===== config.mk =====
export PLATFORM = sky130hd
export DESIGN_NAME = arb_rr_8
export DESIGN_NICKNAME = d
export VERILOG_FILES = /design/src/rtl/arb_rr_8.sv
export SDC_FILE = /design/constraint.sdc
export NUM_CORES = 1
export LEC_CHECK = 0
export ABC_AREA = 1
export BUFFER_PORTS_ARGS = -buffer_cell sky130_fd_sc_hd__buf_2
export CAP_MARGIN = 20
export CORE_ASPECT_RATIO = 1.2
export CORE_MARGIN = 10
export CORE_UTILIZATION = 55
export CTS_CLUSTER_SIZE = 30
export DETAILED_ROUTE_END_ITERATION = 12
export HOLD_SLACK_MARGIN = 0.15
export MAX_ROUTING_LAYER = met4
export PLACE_DENSITY = 0.77
export SETUP_SLACK_MARGIN = 0.15
export SYNTH_ARGS = -nofsm -noshare
export SYNTH_HDL_FRONTEND = slang
export SYNTH_SLANG_ARGS = --single-unit

===== constraint.sdc =====
create_clock -name clk_i -period 3.7 [get_ports clk_i]
set_clock_uncertainty 0.05 [all_clocks]
set_input_delay 0.74 -clock clk_i [delete_from_list [all_inputs] [get_ports clk_i]]
set_output_delay 0.74 -clock clk_i [all_outputs]
set_load 0.02 [all_outputs]

===== src/rtl/arb_rr_8.sv =====
// -----------------------------------------------------------------------------
// arb_rr_8 : eight-way round-robin arbiter with hold limit and inter-grant gap.
//
// A requester wins in IDLE by rotated priority, starting at the slot just after
// the previous owner. It keeps the grant until it releases (done_i), drops its
// request, or reaches MAX_HOLD cycles. One GAP cycle always follows a grant.
//
// All outputs are registered from the current state. They therefore trail the
// FSM by one cycle, and no input has a combinational path to an output.
//
// Ports
//   clk_i        in   1  clock, rising edge
//   reset_n_i    in   1  asynchronous active-low reset
//   enable_i     in   1  allows new grants (sampled in IDLE only)
//   req_i        in   8  request vector, bit k = requester k
//   done_i       in   1  owner release strobe (sampled in GRANT only)
//   grant_o      out  8  one-hot grant, zero when nobody owns the resource
//   grant_idx_o  out  3  index of the current or most recent owner
//   busy_o       out  1  resource is granted
//   timeout_o    out  1  one-cycle pulse when a grant is ended by the hold limit
// -----------------------------------------------------------------------------
module arb_rr_8 #(
  parameter int N_REQ    = 8,
  parameter int MAX_HOLD = 16,
  parameter int HOLD_W   = 5
) (
  input  logic             clk_i,
  input  logic             reset_n_i,
  input  logic             enable_i,
  input  logic [N_REQ-1:0] req_i,
  input  logic             done_i,
  output logic [N_REQ-1:0] grant_o,
  output logic [2:0]       grant_idx_o,
  output logic             busy_o,
  output logic             timeout_o
);

  localparam int IDX_W = 3;
  localparam bit HOLD_EN = (MAX_HOLD != 0);
  // Compare value for the last permitted GRANT cycle; the guard keeps the
  // constant legal when the limit is disabled.
  localparam logic [HOLD_W-1:0] HOLD_LAST = HOLD_W'((MAX_HOLD > 0) ? MAX_HOLD - 1 : 0);

  typedef enum logic [1:0] {
    ST_IDLE  = 2'd0,
    ST_GRANT = 2'd1,
    ST_GAP   = 2'd2
  } state_t;

  state_t             state_q, state_d;
  logic [IDX_W-1:0]   ptr_q, ptr_d;
  logic [IDX_W-1:0]   idx_q, idx_d;
  logic [HOLD_W-1:0]  hold_q, hold_d;
  logic [N_REQ-1:0]   grant_q, grant_d;
  logic [IDX_W-1:0]   gidx_q, gidx_d;
  logic               busy_q, busy_d;
  logic               timeout_q, timeout_d;

  // Requests rotated so that bit 0 is the slot at ptr_q. The 3-bit sum wraps
  // naturally modulo 8.
  logic [N_REQ-1:0]   rot_req;
  for (genvar gi = 0; gi < N_REQ; gi++) begin : g_rot
    assign rot_req[gi] = req_i[ptr_q + IDX_W'(gi)];
  end

  // Lowest set bit of the rotated vector is the winner.
  logic [IDX_W-1:0]   sel_off;
  logic               sel_valid;
  logic [IDX_W-1:0]   sel_idx;
  always_comb begin
    sel_off   = '0;
    sel_valid = 1'b0;
    for (int i = N_REQ - 1; i >= 0; i--) begin
      if (rot_req[i]) begin
        sel_off   = IDX_W'(i);
        sel_valid = 1'b1;
      end
    end
    sel_idx = ptr_q + sel_off;
  end

  logic rel_hit;
  logic limit_hit;
  assign rel_hit   = done_i | ~req_i[idx_q];
  assign limit_hit = HOLD_EN && (hold_q == HOLD_LAST);

  // Next-state and next-output logic.
  always_comb begin
    state_d   = state_q;
    ptr_d     = ptr_q;
    idx_d     = idx_q;
    hold_d    = hold_q;
    grant_d   = '0;
    gidx_d    = idx_q;
    busy_d    = 1'b0;
    timeout_d = 1'b0;

    unique case (state_q)
      ST_IDLE: begin
        if (enable_i && sel_valid) begin
          idx_d   = sel_idx;
          hold_d  = '0;
          state_d = ST_GRANT;
        end
      end
      ST_GRANT: begin
        grant_d[idx_q] = 1'b1;
        busy_d         = 1'b1;
        hold_d         = (hold_q == '1) ? hold_q : hold_q + 1'b1;
        if (rel_hit || limit_hit) begin
          state_d   = ST_GAP;
          ptr_d     = idx_q + 1'b1;
          // A release in the same cycle as the limit counts as a normal release.
          timeout_d = limit_hit & ~rel_hit;
        end
      end
      ST_GAP: begin
        state_d = ST_IDLE;
      end
      default: begin
        state_d = ST_IDLE;
      end
    endcase
  end

  always_ff @(posedge clk_i or negedge reset_n_i) begin
    if (!reset_n_i) begin
      state_q   <= ST_IDLE;
      ptr_q     <= '0;
      idx_q     <= '0;
      hold_q    <= '0;
      grant_q   <= '0;
      gidx_q    <= '0;
      busy_q    <= 1'b0;
      timeout_q <= 1'b0;
    end else begin
      state_q   <= state_d;
      ptr_q     <= ptr_d;
      idx_q     <= idx_d;
      hold_q    <= hold_d;
      grant_q   <= grant_d;
      gidx_q    <= gidx_d;
      busy_q    <= busy_d;
      timeout_q <= timeout_d;
    end
  end

  assign grant_o     = grant_q;
  assign grant_idx_o = gidx_q;
  assign busy_o      = busy_q;
  assign timeout_o   = timeout_q;

endmodule


==> impl_metrics.json, run 1 <==
{
  "status": "finished clean",
  "cp-end-kind": "flop",
  "syn_inst": 244,
  "antenna_found_initial": 0,
  "fp.dieH_um": 82.2,
  "synth_cell_types": 30,
  "layout_min_cycle_time_ns": 3.12,
  "maxCapViolations": 0,
  "wl_mm": 3.83,
  "p_leak_nw": 1.06,
  "dieArea_um2": 5900,
  "place_hpwl_mm": 3.19,
  "setup_viol": 0,
  "gp_congestion": 0.917,
  "crit_required_ns": 3.87,
  "syn_area_um2": 1770,
  "seq_area_frac_synth": 0.367,
  "slew_headroom": 0.539,
  "drive_gt1_frac": 0.183,
  "area_growth_pct": 8.90,
  "clk_latency_ns": 0.31,
  "cts_resized": 0,
  "synth_area_leaders": "dfrtp_1 37%, nand2_1 17%, nand3_1 9.9%",
  "syn_nets": 264,
  "rsz0062_at_grt": "false",
  "ios": 25,
  "die_x_um": 71.8,
  "coreArea_um2": 3080,
  "critPathMaxFanout": 8,
  "grt_max_degree": 27,
  "max_freq_mhz": 321,
  "reg2reg_from": "ptr_q[1]",
  "cts_num_sinks": 26,
  "finalHoldViolCount": 0,
  "fin_tns_setup_ns": 0,
  "cp-start-kind": "flop",
  "numCtsBuffers": 3,
  "ant_nets": 0,
  "tightestPinTransition_ns": 0.691,
  "startpoint": "ptr_q[1]",
  "vias": 1589,
  "crit_path_end": "gidx_d[2]",
  "first_pass_iters": 4,
  "crit_family": "adder cells",
  "cp_slowest_cell": "dfrtp_1",
  "syn_area_per_cell_um2": 7.26,
  "layout.nets": 290,
  "grt_overflow_total": 0,
  "postCtsHoldBufs": 0,
  "slew_viol_final": 0,
  "yosysTopAreaCellShare": 0.367,
  "insertedDiodeCount": 0,
  "drt-initial-drc-count": 97,
  "yosys_warnings": 0,
  "cpMostUsedCell": "nand2_1",
  "track_usage": 0.144,
  "r2r_end": "gidx_d[2]",
  "path_cells": "inv_2, ha_1, inv_1, nand3_1, nand3_1, nand2_1, nand2_1, nand2_1, nand2_1, nand2_1, nand2_1, a21oi_1, ha_1, inv_1, fa_1, xor2_1, nand3b_1, nand3_1, nand2_1",
  "yosys.area.top_type": "dfrtp_1",
  "root_buffer": "clkbuf_4",
  "cts_tree": "done",
  "routedWlPerCell_um": 12.6,
  "htreeDepth": 1,
  "cellPowerDensity_nw_per_um2": 954,
  "cts_setup_buffers": 0,
  "post-route-period-util": 0.843,
  "worst_hold_path_type": "in2async",
  "clk_pin_slew_ns": 0.13,
  "path_buf_inv": 3,
  "rr_worst_depth": 19,
  "clock_path_buffers": 2,
  "r2r_slack_ns": 0.58,
  "synth-seq-cells": 26,
  "path_depth": 19,
  "arrival_ns": 3.29,
  "criticalPathCategory": "reg2reg",
  "crit_path_max_incr_delay_ns": 0.57,
  "ir_worst_vdd_uv": 649,
  "rows": 22,
  "viasPerCell": 5.23,
  "grt_pass1_vias": 1587,
  "port_buffers": 24,
  "start_util": 0.575,
  "drc_errors": 0,
  "grt_pass1_wl_mm": 6.84,
  "final_util": 0.626
}
-- synthesized netlist by cell type --
master,instances
nand2_4,1
nor2_4,2
nor2_2,2
fa_1,1
a21oi_1,1
buf_6,2
xnor2_1,1
inv_2,5
o21ai_2,1
and3_1,1
ha_1,7
xor2_4,1
dfrtp_1,26
o211ai_1,1
nor4_1,1
o21ai_0,6
or2_1,1
nand3b_1,1
o21ai_1,5
nor2_1,29
nand2_2,6
nand4_1,1
inv_1,17
buf_4,1
nand3_2,1
xnor2_2,2
inv_4,1
nand2_1,81
nand3_1,35
xor2_1,4
-- state kept, by name, indices dropped and copies added, names as in the netlist --
name,count
busy_o,1
hold_q,5
grant_o,8
timeout_o,1
grant_idx_o,3
gidx_d,3
state_q,2
ptr_q,3
-- layer usage --
metal,track usage,up-vias,routed length (um)
li1,-,827,-
met1,0.155,722,1650
met4,0.0620,0,52
met2,0.264,35,1990
met5,-,-,0
met3,0.0119,5,138
-- power breakdown --
part | switching [W] | leakage (nW) | internal [W]
clock | 0.0000772 | 0.0138 | 0.0000380
sequential | 0.000109 | 0.345 | 0.000363
combinational | 0.000814 | 0.697 | 0.000440
-- layout make-up --
type                       count  area [um^2]
inverter                      23         88.8
multi-input combinational    192         1000
clock buffer                   3         22.5
tap                           36         45.0
fill                         293         1150
sequential                    26          651
timing repair buffer          24          120
-- how the worst min path moves through the flow --
| stage | to | slack (ns) | cells after the start |
|---|---|---|---|
| after detailed placement | busy_o | 0.44 | 1 |
| final | grant_o[2] | 0.35 | 1 |
| after global routing | timeout_o | 0.38 | 1 |
| after CTS | timeout_o | 0.36 | 1 |
| after global placement | busy_o | 0.43 | 1 |
| after floorplan | busy_o | 0.39 | 0 |
-- cells by family after synthesis --
logic type / Yosys count / share of synthesized area
AOI/OAI and AO/OA: 14 / 0.0431
xor gates and xnor gates: 8 / 0.0586
DFF: 26 / 0.367
buffers and inverters: 26 / 0.0671
adders and majority gates: 8 / 0.0607
and+or+nand+nor: 162 / 0.403
-- through the flow --
| stage | cells | hold WS, ns | power [W] | cell area, um^2 | worst slack [ns] |
|---|---|---|---|---|---|
| 6_report | 304 | 0.347 | 0.00184 | 1930 | 0.582 |
| 5_1_grt | 304 | 0.385 | 0.00207 | 1930 | 0.232 |
| 4_1_cts | 304 | 0.361 | 0.00185 | 1930 | 0.581 |
| 3_5_place_dp | 301 | 0.436 | 0.00173 | 1910 | 0.605 |
| 3_3_place_gp | 301 | 0.431 | 0.00171 | 1910 | 0.727 |
| 2_1_floorplan | 244 | 0.394 | 0.00149 | 1770 | 0.943 |
-- placed cells by master (no fill, tap or decap), types with 3 or more instances in the layout --
cell type,n
nor2_1,29
nand2_1,81
o21ai_0,6
inv_2,5
dfrtp_1,26
buf_2,24
o21ai_1,5
inv_1,17
clkbuf_4,3
nand3_1,35
xor2_1,4
ha_1,7
nand2_2,6
No activity file was read; power rests on OpenSTA's default activity.
==> inputs of run 2 (changes only) <==
--- a/config.mk
+++ b/config.mk
@@ -5,7 +5,7 @@
 export SDC_FILE = /design/constraint.sdc
 export NUM_CORES = 1
 export LEC_CHECK = 0
-export ABC_AREA = 1
+export ABC_AREA = 0
 export BUFFER_PORTS_ARGS = -buffer_cell sky130_fd_sc_hd__buf_2
 export CAP_MARGIN = 20
 export CORE_ASPECT_RATIO = 1.2
==> constraint.sdc (replaced) <==
create_clock -name clk_i -period 3.2 [get_ports clk_i]
set_clock_uncertainty 0.05 [all_clocks]
set_input_delay 0.64 -clock clk_i [delete_from_list [all_inputs] [get_ports clk_i]]
set_output_delay 0.64 -clock clk_i [all_outputs]
set_load 0.02 [all_outputs]
==> run 2 against run 1 <==
Compared with the run above:
- the flow now finishes with violations (negative setup slack)
- design area rose by 6.9%
- via count is 16% lower
- cell count down 24%
- total power up 26%
- clock-buffer cell count increased by 1
- worst setup slack worse by 0.61 ns
- critical path depth down 7
- highest routed layer unchanged
==> impl_metrics.json, run 2 <==
{
  "status": "finished, violations left",
  "failed_checks": "negative setup slack",
  "synth_area_leaders": "dfrtp_1 39%, mux4_1 7.8%, mux2i_1 7.2%",
  "cellPowerDensity_nw_per_um2": 1130,
  "slew_viol_final": 0,
  "power_frac_seq": 0.238,
  "crit_required_ns": 3.41,
  "yosysMostFrequentCell": "dfrtp_1",
  "internal_power_w": 0.00132,
  "final-seq-area_um2": 652,
  "drive_gt1_frac": 0.423,
  "pre_cts_ws_ns": -0.236,
  "maxCapViolations": 0,
  "fin_tns_setup_ns": -0.0315,
  "antenna_found_initial": 0,
  "postCtsHoldBufs": 0,
  "root_buffer": "clkbuf_4",
  "setup_viol": 1,
  "max_freq_mhz": 309,
  "rows": 21,
  "ys.flop_type": "dfrtp_1",
  "fp.dieH_um": 80.5,
  "reg2reg_from": "ptr_q[0]",
  "grt_max_degree": 27,
  "power_frac_comb": 0.692,
  "ant_nets": 0,
  "cts_tree": "done",
  "rsz0062_at_grt": "true",
  "critPathMaxFanout": 6,
  "slew_headroom": 0.627,
  "grt_overflow_total": 0,
  "syn_inst": 152,
  "finalHoldViolCount": 0,
  "dieArea_um2": 5670,
  "cp-end-kind": "flop",
  "r2r_slack_ns": -0.03,
  "yosys.area.top_type": "dfrtp_1",
  "ir_worst_vdd_uv": 738,
  "syn_nets": 172,
  "wl_mm": 3.92,
  "synth_cell_types": 38,
  "mostFrequentLayoutCells": "25 x dfrtp_1, 24 x buf_2, 24 x buf_4",
  "fillers": 218,
  "grt_pass1_wl_mm": 6.59,
  "arrival_ns": 3.44,
  "area_growth_pct": 23.0,
  "criticalPathCategory": "reg2reg",
  "clock_path_buffers": 2,
  "drc_errors": 0,
  "p_leak_nw": 1.01,
  "die_x_um": 70.4,
  "routedWlPerCell_um": 17.0,
  "rr_worst_depth": 12,
  "htreeDepth": 1,
  "insertedDiodeCount": 0,
  "drt-initial-drc-count": 68,
  "swShare": 0.431,
  "multi_input_area_um2": 996,
  "tightestPinTransition_ns": 0.559,
  "worst_hold_path_type": "in2async",
  "yosysTopAreaCellShare": 0.388,
  "fin_ws_ns": -0.0315,
  "largest_reg_flops": 8,
  "track_usage": 0.142,
  "final_common_cell": "dfrtp_1",
  "grt_pass1_vias": 1406,
  "ios": 25,
  "layout.nets": 217,
  "clk_latency_ns": 0.31,
  "first_pass_iters": 4,
  "async_flop_share": 1.00,
  "yosys_warnings": 0,
  "port_buffers": 24,
  "seq_area_frac_synth": 0.388,
  "clk_pin_slew_ns": 0.14,
  "synth_common_cells": "26 x dfrtp_1, 17 x nor2_1, 13 x nand2_1",
  "coreArea_um2": 2860,
  "cp-start-kind": "flop",
  "syn_area_um2": 1680,
  "place_hpwl_mm": 3.14,
  "cts_num_sinks": 26,
  "synth-edff-count": 0,
  "numCtsBuffers": 3,
  "r2r_end": "gidx_d[2]",
  "p_clk_frac": 0.069,
  "layout_min_cycle_time_ns": 3.23,
  "whs_ns": 0.243,
  "switchingPower_w": 0.00100,
  "post-route-period-util": 1.01,
  "final_util": 0.720,
  "start_util": 0.586,
  "viasPerCell": 5.78,
  "vias": 1329,
  "gp_congestion": 0.834,
  "synth-seq-cells": 26,
  "syn_area_per_cell_um2": 11.0
}
## run 2: changes by cell type in the layout (fill, tap and decap cells not counted), sizes merged, moves of 7 or more
cell	previous run	this run
inv	23	9
mux4	0	9
buf	24	48
mux2i	0	13
nand3	36	1
o21ai	12	5
nor2	33	17
nand2	88	13
## run 2: area by class of cell
class | count | area share
Timing Repair Buffer | 48 | 0.146
Multi-Input combinational cell | 109 | 0.483
Clock buffer | 4 | 0.0176
Sequential cell | 26 | 0.316
Tap cell | 34 | 0.0206
Inverter | 9 | 0.0176
## run 2: how the worst max path moves through the flow
stage | startpoint | cells past startpoint | slack [ns] | to
floorplan | req_i[5] | 12 | 0.06 | gidx_d[2]
global placement | req_i[7] | 13 | -0.11 | gidx_d[2]
detailed placement | req_i[7] | 13 | -0.24 | gidx_d[2]
CTS | ptr_q[0] | 15 | -0.007 | gidx_d[2]
global route | ptr_q[0] | 15 | -0.25 | gidx_d[2]
finish | ptr_q[0] | 12 | -0.03 | gidx_d[2]
## run 2: repair_timing
item / CTS / global route
gates resized for setup: 2 / 5
pin swaps: 1 / 2
setup endpoints to repair: 1 / 1
hold endpoints to repair: 0 / 0
setup buffers: 2 / 1
## run 2: cells by family (layout without fill, tap and decap cells)
group / count (synthesis) / after routing / synth area share
and+or+nand+nor: 49 / 49 / 0.145
adders and majority gates: 8 / 8 / 0.0641
muxes: 26 / 26 / 0.246
buffers and inverters: 17 / 61 / 0.0485
AOI/OAI and AO/OA: 19 / 19 / 0.0716
xor gates and xnor gates: 7 / 7 / 0.0365
DFF: 26 / 26 / 0.388
## run 2: metrics by stage
step	std cells	area, um^2	total power, W
6_report	230	2060	0.00232
5_1_grt	230	2060	0.00251
3_5_place_dp	223	1970	0.00206
2_1_floorplan	152	1710	0.00169
3_3_place_gp	223	1970	0.00197
4_1_cts	229	2030	0.00227
## run 2: power groups by stage
stage / combinational (W) / sequential [W] / clock (W)
2_1_floorplan: 0.00114 / 0.000541 / 0
3_3_place_gp: 0.00142 / 0.000554 / 0
3_5_place_dp: 0.00149 / 0.000568 / 0
4_1_cts: 0.00154 / 0.000557 / 0.000165
5_1_grt: 0.00176 / 0.000572 / 0.000177
6_report: 0.00161 / 0.000554 / 0.000161
## run 2: critical path, stage by stage (launching register included)
cell	delay, ns
dfrtp_2	0.50
mux4_2	0.55
mux2_4	0.30
o22ai_2	0.17
a21oi_1	0.09
a21oi_1	0.14
ha_2	0.18
inv_1	0.04
fa_2	0.33
xor2_1	0.16
or3_1	0.37
o221ai_2	0.18
a31o_1	0.12
## run 2: layer usage
| metal | wire length (um) | up-vias | track usage | share of wire |
|---|---|---|---|---|
| li1 | - | 618 | - | - |
| met1 | 1430 | 678 | 0.139 | 0.37 |
| met2 | 2300 | 27 | 0.283 | 0.59 |
| met3 | 129 | 6 | 0.0258 | 0.033 |
| met4 | 55 | 0 | 0.0296 | 0.014 |
| met5 | 0 | - | - | 0 |
==> inputs of run 3 (changes only) <==
==> constraint.sdc (replaced) <==
create_clock -name clk_i -period 3.2 [get_ports clk_i]
set_clock_uncertainty 0.05 [all_clocks]
set_input_delay 0.32 -clock clk_i [delete_from_list [all_inputs] [get_ports clk_i]]
set_output_delay 0.32 -clock clk_i [all_outputs]
set_load 0.02 [all_outputs]
==> run 3 against run 2 <==
Compared with the run above:
- the run still ends with negative setup slack left
- design area fell by 3.2%
- sequential share of layout area rose by 1.1 points
- combinational power fell by 2%
- utilization fell by 2.3 points
- critical path depth rose by 4
- routed wire length fell by 6.9%
- largest cell class unchanged
- highest routed layer unchanged
==> impl_metrics.json, run 3 (same netlist as run 2, synthesis figures left out) <==
{
  "start_util": 0.586,
  "gr-max-usage-layer": "met2",
  "critPathMaxFanout": 6,
  "rsz0062_at_grt": "true",
  "grt_overflow_total": 0,
  "place_area_um2": 1910,
  "rows": 21,
  "failed_checks": "negative setup slack",
  "track_usage": 0.134,
  "slew_viol_final": 0,
  "gp_congestion": 0.856,
  "path_cells": "buf_12, inv_6, ha_4, mux2i_1, mux2i_1, mux2i_1, a21oi_1, a21oi_1, a21oi_1, ha_2, inv_1, fa_2, xor2_2, or3_4, o221ai_2, a31o_1",
  "grt_max_degree": 27,
  "final_cell_area_um2": 2000,
  "cp-start-kind": "flop",
  "r2r_end": "gidx_d[2]",
  "routedWlPerCell_um": 16.7,
  "crit_path_max_incr_delay_ns": 0.48,
  "maxCapViolations": 0,
  "path_depth": 16,
  "grt_pass1_wl_mm": 6.18,
  "layout.nets": 206,
  "vias": 1244,
  "clock_path_buffers": 2,
  "r2r_slack_ns": -0.14,
  "cp_slowest_cell": "dfrtp_2",
  "path_buf_inv": 3,
  "final_util": 0.698,
  "htreeDepth": 1,
  "tightestPinTransition_ns": 0.575,
  "power_frac_comb": 0.667,
  "p_leak_nw": 0.964,
  "drive_gt1_frac": 0.378,
  "grt.met3_usage": 0.0295,
  "whs_ns": 0.242,
  "status": "finished, violations left",
  "max_freq_mhz": 300,
  "layout_min_cycle_time_ns": 3.34,
  "ios": 25,
  "crit_family": "adder cells",
  "fin_ws_ns": -0.136,
  "grt.met2_usage": 0.246,
  "numCtsBuffers": 3,
  "swShare": 0.420,
  "crit_path_end": "gidx_d[2]",
  "clk_latency_ns": 0.32,
  "dieArea_um2": 5670,
  "largest_reg_flops": 8,
  "die_x_um": 70.4,
  "hp-start": "done_i",
  "power_frac_seq": 0.238,
  "rr_worst_depth": 16,
  "drt-initial-drc-count": 49,
  "place_hpwl_mm": 2.92,
  "arrival_ns": 3.55,
  "crit_required_ns": 3.41,
  "cts_tree": "done",
  "cts_num_sinks": 26,
  "ir_worst_vdd_uv": 785,
  "port_buffers": 24,
  "insertedDiodeCount": 0,
  "mostFrequentLayoutCells": "24 x dfrtp_1, 24 x buf_2, 17 x nor2_1",
  "coreArea_um2": 2860,
  "first_pass_iters": 5,
  "viasPerCell": 5.68,
  "cts_setup_buffers": 0,
  "grt_pass1_vias": 1337,
  "criticalPathCategory": "reg2reg",
  "finalHoldViolCount": 0,
  "antenna_found_initial": 0,
  "drc_errors": 0,
  "grtUsageMet1": 0.139,
  "fp.dieH_um": 80.5,
  "cellPowerDensity_nw_per_um2": 1180,
  "slew_headroom": 0.617,
  "worst_hold_path_type": "in2reg",
  "area_growth_pct": 19.1,
  "setup_viol": 1,
  "root_buffer": "clkbuf_4",
  "reg2reg_from": "ptr_q[0]",
  "clk_pin_slew_ns": 0.15,
  "switchingPower_w": 0.000988,
  "cp-end-kind": "flop",
  "post-route-period-util": 1.04,
  "internal_power_w": 0.00136,
  "p_clk_frac": 0.095,
  "wl_mm": 3.65,
  "ant_nets": 0,
  "startpoint": "ptr_q[0]"
}
==> run 3: cell types whose count changed in the layout (fill, tap and decap cells not counted), sizes merged <==
cell / before / now
clkbuf: 4 / 3
dlygate4sd3: 0 / 1
buf: 48 / 36
bufinv: 0 / 1
==> run 3: what timing repair did <==
item / CTS / global route
hold buffers: 1 / 0
resized for setup: 6 / 0
pin swaps: 2 / 0
endpoints found under the setup margin: 1 / 1
endpoints found under the hold margin: 26 / 0
==> run 3: final cells by class <==
class	instances	area, um^2
Clock buffer	3	22.5
Clock inverter	1	30.0
Fill cell	218	866
Inverter	9	41.3
Multi-Input combinational cell	109	976
Sequential cell	26	653
Tap cell	34	42.5
Timing Repair Buffer	37	233
==> run 3: metal layers <==
| metal | share of wire | wire, um |
|---|---|---|
| met1 | 0.39 | 1410 |
| met2 | 0.55 | 2020 |
| met3 | 0.042 | 155 |
| met4 | 0.017 | 61 |
| met5 | 0 | 0 |
==> run 3: worst min-delay path: stages <==
cell and delay [ns]:
buf_2 0.09, nor2_1 0.05, nand2_1 0.06, o21bai_1 0.06
==> run 3: worst min-delay path by stage <==
stage / end / slack, ns / cells after the start
3_3_place_gp: grant_idx_o[1] / 0.28 / 1
3_5_place_dp: grant_idx_o[1] / 0.29 / 1
2_1_floorplan: busy_o / -0.03 / 0
4_1_cts: state_q[0] / 0.25 / 4
6_report: state_q[0] / 0.24 / 4
5_1_grt: state_q[0] / 0.24 / 4
==> run 3: power by group through the flow <==
stage / logic (W) / registers (W) / clock network, W
after detailed placement: 0.00152 / 0.000565 / 0
after CTS: 0.00157 / 0.000561 / 0.000225
final: 0.00157 / 0.000559 / 0.000224
after global placement: 0.00144 / 0.000559 / 0
after global routing: 0.00170 / 0.000581 / 0.000239
after floorplan: 0.00114 / 0.000541 / 0
==> run 3: stage by stage <==
| stage | worst slack, ns | TNS (ns) | cells | power, W |
|---|---|---|---|---|
| 3_3_place_gp | 0.0631 | 0 | 214 | 0.00200 |
| 4_1_cts | -0.0942 | -0.0942 | 219 | 0.00236 |
| 2_1_floorplan | 0.103 | 0 | 152 | 0.00168 |
| 5_1_grt | -0.288 | -0.288 | 219 | 0.00252 |
| 6_report | -0.136 | -0.136 | 219 | 0.00235 |
| 3_5_place_dp | -0.109 | -0.109 | 214 | 0.00208 |
